## src/rtl/tdc_encoder_pipe.sv

```systemverilog
// tdc_encoder_pipe: pipelined thermometer-code TOA/TOT encoder feeding a first-word-fall-through FIFO.
// Define TDC_ENC_MON_EN to add gated monitor taps (mon_raw, mon_cnt_a, mon_cnt_b, enable_mon) on the capture registers.
module tdc_encoder_pipe #(
  parameter int RAW_W      = 63,
  parameter int FINE_W     = 7,
  parameter int CNT_W      = 3,
  parameter int FIFO_DEPTH = 4
) (
  input  logic                          RawdataWrtClk,
  input  logic                          ResetFlag,
  input  logic                          hit_in,
  input  logic [RAW_W-1:0]              raw_data,
  input  logic [CNT_W-1:0]              counter_a,
  input  logic [CNT_W-1:0]              counter_b,
  input  logic [2:0]                    level,
  input  logic [FINE_W-1:0]             offset,
  input  logic                          sel_raw_code,
  input  logic                          out_ready,
  input  logic                          clear_drop,
  output logic                          out_valid,
  output logic [CNT_W+FINE_W-1:0]       out_code,
  output logic                          out_error,
  output logic [1:0]                    out_bubble,
  output logic [$clog2(FIFO_DEPTH):0]   fifo_level,
  output logic [7:0]                    drop_cnt
`ifdef TDC_ENC_MON_EN
  ,
  input  logic                          enable_mon,
  output logic [RAW_W-1:0]              mon_raw,
  output logic [CNT_W-1:0]              mon_cnt_a,
  output logic [CNT_W-1:0]              mon_cnt_b
`endif
);

  localparam int CODE_W   = CNT_W + FINE_W;
  localparam int PTR_W    = $clog2(FIFO_DEPTH);
  localparam int LVL_W    = PTR_W + 1;
  localparam int HALF_RAW = RAW_W / 2;

  typedef struct packed {
    logic [CODE_W-1:0] code;
    logic              error;
    logic [1:0]        bubble;
  } fifoEntryT;

  // Stage 0: capture registers
  logic              s0Valid;
  logic [RAW_W-1:0]  s0Raw;
  logic [CNT_W-1:0]  s0CntA;
  logic [CNT_W-1:0]  s0CntB;
  logic [2:0]        s0Level;
  logic [FINE_W-1:0] s0Offset;
  logic              s0SelRaw;

  // NOTE: sequential state is written with non-blocking assignments so every
  // register samples the pre-edge value of its inputs, independent of block order.
  always_ff @(posedge RawdataWrtClk or negedge ResetFlag) begin
    if (!ResetFlag) begin
      s0Valid  <= 1'b0;
      s0Raw    <= '0;
      s0CntA   <= '0;
      s0CntB   <= '0;
      s0Level  <= '0;
      s0Offset <= '0;
      s0SelRaw <= 1'b0;
    end else begin
      s0Valid <= hit_in;
      if (hit_in) begin
        s0Raw    <= raw_data;
        s0CntA   <= counter_a;
        s0CntB   <= counter_b;
        s0Level  <= level;
        s0Offset <= offset;
        s0SelRaw <= sel_raw_code;
      end
    end
  end

  // Stage 1: encode
  logic [FINE_W-1:0] fineCount;
  logic [FINE_W-1:0] bubbleCount;
  logic [CNT_W-1:0]  coarseSel;
  logic [CODE_W-1:0] rawCode;
  logic [CODE_W-1:0] corrCode;
  fifoEntryT         encEntry;

  // NOTE: every variable gets a default at the top of the block, so no path
  // leaves it unassigned and no latch is inferred.
  always_comb begin
    fineCount   = '0;
    bubbleCount = '0;
    for (int i = 0; i < RAW_W; i++)
      fineCount = fineCount + FINE_W'(s0Raw[i]);
    // A bubble is a 0 sitting below a 1 in what should be a clean thermometer run.
    for (int i = 0; i < RAW_W - 1; i++)
      bubbleCount = bubbleCount + FINE_W'(!s0Raw[i] && s0Raw[i+1]);
  end

  always_comb begin
    coarseSel = (fineCount < FINE_W'(HALF_RAW)) ? s0CntA : s0CntB;
    rawCode   = {coarseSel, fineCount};
    corrCode  = rawCode - CODE_W'(s0Offset);
    encEntry.code   = s0SelRaw ? rawCode : corrCode;
    encEntry.error  = bubbleCount > FINE_W'(s0Level);
    encEntry.bubble = (bubbleCount > FINE_W'(3)) ? 2'd3 : bubbleCount[1:0];
  end

  logic      s1Valid;
  fifoEntryT s1Entry;

  always_ff @(posedge RawdataWrtClk or negedge ResetFlag) begin
    if (!ResetFlag) begin
      s1Valid <= 1'b0;
      s1Entry <= '0;
    end else begin
      s1Valid <= s0Valid;
      if (s0Valid)
        s1Entry <= encEntry;
    end
  end

  // Stage 2: output FIFO, first-word fall-through
  fifoEntryT        fifoMem [FIFO_DEPTH];
  logic [PTR_W-1:0] wrPtr;
  logic [PTR_W-1:0] rdPtr;
  logic [LVL_W-1:0] fifoCount;
  logic             fifoEmpty;
  logic             fifoFull;
  logic             popEn;
  logic             pushEn;
  logic             dropEn;

  assign fifoEmpty = (fifoCount == '0);
  assign fifoFull  = (fifoCount == LVL_W'(FIFO_DEPTH));
  assign popEn     = !fifoEmpty && out_ready;
  // When full, a simultaneous pop frees the slot the push lands in.
  assign pushEn    = s1Valid && (!fifoFull || popEn);
  assign dropEn    = s1Valid && fifoFull && !popEn;

  // NOTE: the storage array has no reset; stale contents are never visible
  // because the outputs are masked while the FIFO is empty.
  always_ff @(posedge RawdataWrtClk) begin
    if (pushEn)
      fifoMem[wrPtr] <= s1Entry;
  end

  always_ff @(posedge RawdataWrtClk or negedge ResetFlag) begin
    if (!ResetFlag) begin
      wrPtr     <= '0;
      rdPtr     <= '0;
      fifoCount <= '0;
    end else begin
      if (pushEn)
        wrPtr <= wrPtr + 1'b1;
      if (popEn)
        rdPtr <= rdPtr + 1'b1;
      case ({pushEn, popEn})
        2'b10:   fifoCount <= fifoCount + 1'b1;
        2'b01:   fifoCount <= fifoCount - 1'b1;
        default: fifoCount <= fifoCount;
      endcase
    end
  end

  // Saturating drop counter; a clear in the same cycle as a drop wins.
  always_ff @(posedge RawdataWrtClk or negedge ResetFlag) begin
    if (!ResetFlag)
      drop_cnt <= '0;
    else if (clear_drop)
      drop_cnt <= '0;
    else if (dropEn && (drop_cnt != 8'hFF))
      drop_cnt <= drop_cnt + 8'd1;
  end

  fifoEntryT headEntry;

  assign headEntry  = fifoEmpty ? '0 : fifoMem[rdPtr];
  assign out_valid  = !fifoEmpty;
  assign out_code   = headEntry.code;
  assign out_error  = headEntry.error;
  assign out_bubble = headEntry.bubble;
  assign fifo_level = fifoCount;

`ifdef TDC_ENC_MON_EN
  assign mon_raw   = enable_mon ? s0Raw  : '0;
  assign mon_cnt_a = enable_mon ? s0CntA : '0;
  assign mon_cnt_b = enable_mon ? s0CntB : '0;
`endif

endmodule

```

## config.mk

```make
export PLATFORM = sky130hd
export DESIGN_NAME = tdc_encoder_pipe
export DESIGN_NICKNAME = d
export VERILOG_FILES = /design/src/rtl/tdc_encoder_pipe.sv
export SDC_FILE = /design/constraint.sdc
export NUM_CORES = 1
export LEC_CHECK = 0
export ABC_AREA = 1
export CORE_ASPECT_RATIO = 1.4
export CORE_MARGIN = 2
export CORE_UTILIZATION = 50
export DETAILED_ROUTE_END_ITERATION = 6
export HOLD_SLACK_MARGIN = 0.08
export PLACE_DENSITY = 0.73
export SYNTH_ARGS = -nofsm -noshare
export SYNTH_HDL_FRONTEND = slang
export SYNTH_SLANG_ARGS = --single-unit
```

## constraint.sdc

```tcl
create_clock -name RawdataWrtClk -period 6.75 [get_ports RawdataWrtClk]
set_input_delay 1.0125 -clock RawdataWrtClk [delete_from_list [all_inputs] [get_ports RawdataWrtClk]]
set_output_delay 1.0125 -clock RawdataWrtClk [all_outputs]
set_load 0.01 [all_outputs]
```

* Yosys cells after proc, flatten, opt, wreduce, memory -nomap -nowiden
Memory sizes are Yosys's and may differ from the RTL's. Index checks and enable logic that the tools add are counted.
Storage, ports and cells: bits in latches 0, bits in writable memories 52, bits of input ports 85, logic and storage cells 297, register bits after elaboration 110, bits in read-only memories 0, memories 1, output and inout bits 25
Cells by class: equality and inequality tests 4, magnitude comparators 3, multiplexer cells 9, multiply operators 0, divide/modulo/power cells 0, reductions and logical operators 136, shift operators 0, $add $sub $neg 129, bitwise logic cells 0
Memory list:
- fifoMem | words 4, width 13, read ports 1, clocked after Yosys merged registers in 0, write ports 1, line 123 | fifoEntryT fifoMem [FIFO_DEPTH];
Operator list (count):
- $add A7 B1 Y7 | 111
- $logic_and A1 B1 Y1 | 67
- $logic_not A1 Y1 | 65
- $mux W8 | 2
- $add A6 B1 Y7 | 2
- $mux W13 | 1
- $add A5 B1 Y6 | 2
- $add A4 B1 Y5 | 2
- $mux W10 | 1
- $sub A10 B7 Y10 | 1
- $add A3 B1 Y4 | 2
- $add A8 B1 Y8 const B | 1
- $ne A8 B8 Y1 const B | 1
- $gt A7 B2 Y1 const B | 1
- $gt A7 B3 Y1 | 1
- $lt A7 B5 Y1 const B | 1
- $add A2 B1 Y3 | 2
- $pmux W3 S2 | 1
- $add A1 B1 Y2 | 2
- $add A2 B1 Y2 const B | 2
- $reduce_bool A2 Y1 | 2
- $add A3 B1 Y3 const B | 1
- $eq A3 B3 Y1 const B | 1
- $logic_not A3 Y1 | 1
- 7 further kinds | 8

* Longest topological paths before layout
depth in word-level cells 66, mapped depth 34

* Worst setup path before layout
No wires, ideal clock.
path kind flip-flop to flip-flop, start reg s0Raw[23], end reg s1Entry[10] (netlist name), data required time 6618 ps, path slack -8 ps, stages on the path, launching flop included 30, arrival 6626 ps, path buffers 0, library setup time 132 ps, cell sequence dfrtp_1 inv_1 fa_1 inv_1 fa_1 fa_1 inv_1 fa_1 fa_1 fa_1 fa_1 fa_1 fa_1 fa_1 inv_1 nand3_1 nand2_1 nand2_1 nand2_2 inv_1 ha_1 nand2_1 inv_1 nand4_1 nand3_1 nand2_1 nand2_1 a21oi_1 xor2_1 o21ai_1
On the way: cells in the longest elaborated chain, start to end 44
RTL lines:
- start: declaration | line 48 | logic [RAW_W-1:0] s0Raw;
- start signal: assignment | line 69 | s0Raw <= raw_data;
- $add A7 B1 Y7 * (40 in a row) | line 93 | fineCount = fineCount + FINE_W'(s0Raw[i]);
- $lt A7 B5 Y1 | line 100 | coarseSel = (fineCount < FINE_W'(HALF_RAW)) ? s0CntA : s0CntB;
- $mux W3 | line 100
- $sub A10 B7 Y10 | line 102 | corrCode = rawCode - CODE_W'(s0Offset);
- $mux W10 * | line 103 | encEntry.code = s0SelRaw ? rawCode : corrCode;
- end signal: assignment | line 118 | s1Entry <= encEntry;
- end: declaration | line 109 | fifoEntryT s1Entry;
Every way passes the cells marked *; elsewhere a longest branch is shown, timed or not. A chain may end at the register's enable or synchronous reset.

* Worst setup path after layout
start reg s0Raw[53], end reg s1Entry[10] (netlist name)
On the way: cells in the longest elaborated chain, start to end 14
RTL lines (line):
- $add A7 B1 Y7 * (10 in a row) | 93
- $lt A7 B5 Y1 | 100
- $mux W3 | 100
- $sub A10 B7 Y10 | 102
- $mux W10 * | 103
Marks and branches as above.

==> impl_results.md <==
- Met3 usage: 4.26%
- Area share of the largest cell type after synthesis: 26.7%
- Worst EP arrival: between 7000 and 8000 ps
- Critical Path RT: 7060 ps
- H-tree Lvls: 4
- DRT iter0 DRCs: 389
- IO buf count: between 100 and 150
- TritonCTS Buffers: 17
- Initial antenna violation count: 0
- Fin. Hold Viols: 0
- Synth area leader: dfrtp_1
- Post-synth EDFFs: 52
- Asr flop ratio synth: 67.9%
- Synthesized instance count: approximately 1000
- Mean Syn Cell Area: approximately 9.9 um2
- Setup crit end kind: flop
- DRT Pass-1 Iters: 4
- Chip Height: 174 um
- Site row count: 62
- Vias in the first global route: 7901
- Yosys warning total: 0
- Crit Path Category: flop to flop
- Vias: 7544
- Top_reg_cell synth: dfrtp_1
- Slew headroom: 36.7%
- DR WL/cell: 16.3 um
- WL final: 24.1 mm
- Vias per cell: 5.10
- CTS Sinks: 162
- TritonCTS clock tree: built
- Setup tns final: -318 ps
- Top post-synthesis cells by count: 205 x inv_1, 156 x nand2_1, 111 x o21ai_0, 110 x dfrtp_1
- M1 GR Usage: 25.7%
- Die X: around 130 um
- Fin. max-slew vios: 0
- Synth unique cells: 43
- Gp weighted congestion: around 0.94
- CP Launch Type: flop
- Period utilisation layout: 102%
- Core Area: 20400 um2
- Most common cell in the netlist: inv_1
- Clk buf depth: 2
- ANT nets after route: 0
- Failing checks: negative setup slack
- Met2 GRT Util: 43.2%
- Largest net degree at the start of global routing: 92
- Min Tclk post-route: 6850 ps
- Max FO, Critical Path: 3
- Worst Setup Slack, final: -103 ps
- Run status: finished with violations
- Total gr overflow: 0
- Share of cells above drive strength 1: 15.2%
- F_max: 146 MHz
- Die footprint: 21800 um2
- Clock latency on the worst-skew pair: 440 ps
- Final nets: 1449
- Root buf cell: clkbuf_16
- Post-DP HPWL: 18.4 mm
- Setup violations, final: 4
- Unrepaired setup endpoints after global routing: yes
- Clock transition at path regs: about 70 ps
- Seq cells post-synth: 162
- Mapped Nets: 1283
- Gr usage total: 23.4%
- Max Cap Viol: 0
- Layout area overhead: 25.2%
- Worst-Margin Slew: 949 ps
- Hold-fix buffers at CTS: 0
- Ports: 110
- Ranking of synthesized cells by area: dfrtp_1 27%, fa_1 21%, edfxtp_1 15%, inv_1 7.5%, ha_1 5.8%
- Diode count: 0
- First-pass GRT wire length: 39.2 mm
- Worst hold path class: flop to flop
- Register area share after synthesis: between 40% and 50%
- DRC: 0
- Post-synthesis cell area: 10300 um2
- Initial Util: 50.5%
- Most crowded layer after global routing: met2
- Clock skew: 12.2 ps
-- worst max-delay path, stage by stage, from the launching register on --
cell,delay [ps]
dfrtp_1,410
fa_1,560
inv_1,50
fa_1,540
inv_1,70
fa_1,470
inv_1,50
fa_1,450
fa_1,520
fa_1,430
fa_1,520
fa_1,440
fa_2,380
fa_2,360
inv_2,70
buf_4,90
nand2_1,50
nand2_2,70
inv_2,40
ha_4,200
a21o_1,210
nand2_2,80
nand3_2,90
nand2_2,90
nand2_2,70
a21oi_4,160
xor2_1,180
o21ai_1,70
-- layout make-up --
class / instances / area [um2]
clock buffers: 17 / 425
repair buffers: 175 / 1590
clock inverters: 15 / 181
flip-flops and latches: 162 / 4310
fillers: 1647 / 7510
multi-input cells: 644 / 5280
well taps: 256 / 320
inverters: 209 / 786
-- sequential cells by signal, summed over array words and instances (netlist names) --
name,flops
wrPtr,2
s0CntA,3
fifo_level,3
s0SelRaw,1
s1Entry,13
s1Valid,1
s0Offset,7
s0Level,3
drop_cnt,8
fifoMem,52
s0Valid,1
s0Raw,63
s0CntB,3
rdPtr,2
-- final timing paths --
path,depth (start not counted),end,slack [ps],startpoint
min in group asynchronous,1,s0Raw[28],700,ResetFlag
max in group asynchronous,2,rdPtr[1],4910,ResetFlag
setup / recovery,27,s1Entry[10],-100,s0Raw[53]
setup reg to reg,27,s1Entry[10],-100,s0Raw[53]
hold reg to reg,1,drop_cnt[7],490,drop_cnt[7]
hold / removal,1,drop_cnt[7],490,drop_cnt[7]
-- routing by layer --
metal	part of all wire, %	up-vias	routed length (um)
met2	55	236	13300
li1	-	3587	-
met1	36	3667	8580
met3	4.3	54	1030
met5	0	-	0
met4	4.6	0	1120
-- what timing repair did --
action,4_1_cts,5_1_grt
endpoints found under the hold margin,0,0
buffers inserted,5,9
endpoints found under the setup margin,7,10
gates resized for setup,16,45
pin swaps,14,28
-- stage by stage --
step | utilization, % | setup WS, ps | hold WS (ps) | cells | instance area [um2]
floorplan | - | 38.1 | 355 | 1043 | 10300
global placement | 58.8 | -99.4 | 494 | 1434 | 12000
detailed placement | 58.8 | -253 | 491 | 1434 | 12000
CTS | 62.3 | -38.1 | 502 | 1471 | 12700
global route | 63.2 | -325 | 539 | 1478 | 12900
finish | 63.2 | -103 | 493 | 1478 | 12900
-- layout by cell type (no fill, tap or decap), drive strengths merged, types with 2 or more instances in the layout --
master / instances
clkbuf: 17
mux2: 12
or2: 3
nand3: 19
edfxtp: 52
clkdlybuf4s50: 107
o21ai: 115
ha: 48
xor2: 8
a21o: 3
inv: 216
a31oi: 3
xnor2: 2
nor3: 6
buf: 68
dfrtp: 110
a21oi: 34
nand4: 6
nand2: 161
fa: 107
nor2: 110
clkinv: 6
-- cell families after synthesis --
kind of cell / Yosys count / synth area share [%]
xor+xnor: 10 / 0.851
mux: 12 / 1.31
fa+ha+maj: 155 / 26.6
flops: 162 / 41.9
buf+inv: 237 / 8.81
compound gates: 161 / 8.20
simple gates: 306 / 12.3
Power is left out: the tool's default activity adds up to more than one toggle a clock period on the data nets, which glitch-free logic cannot reach.
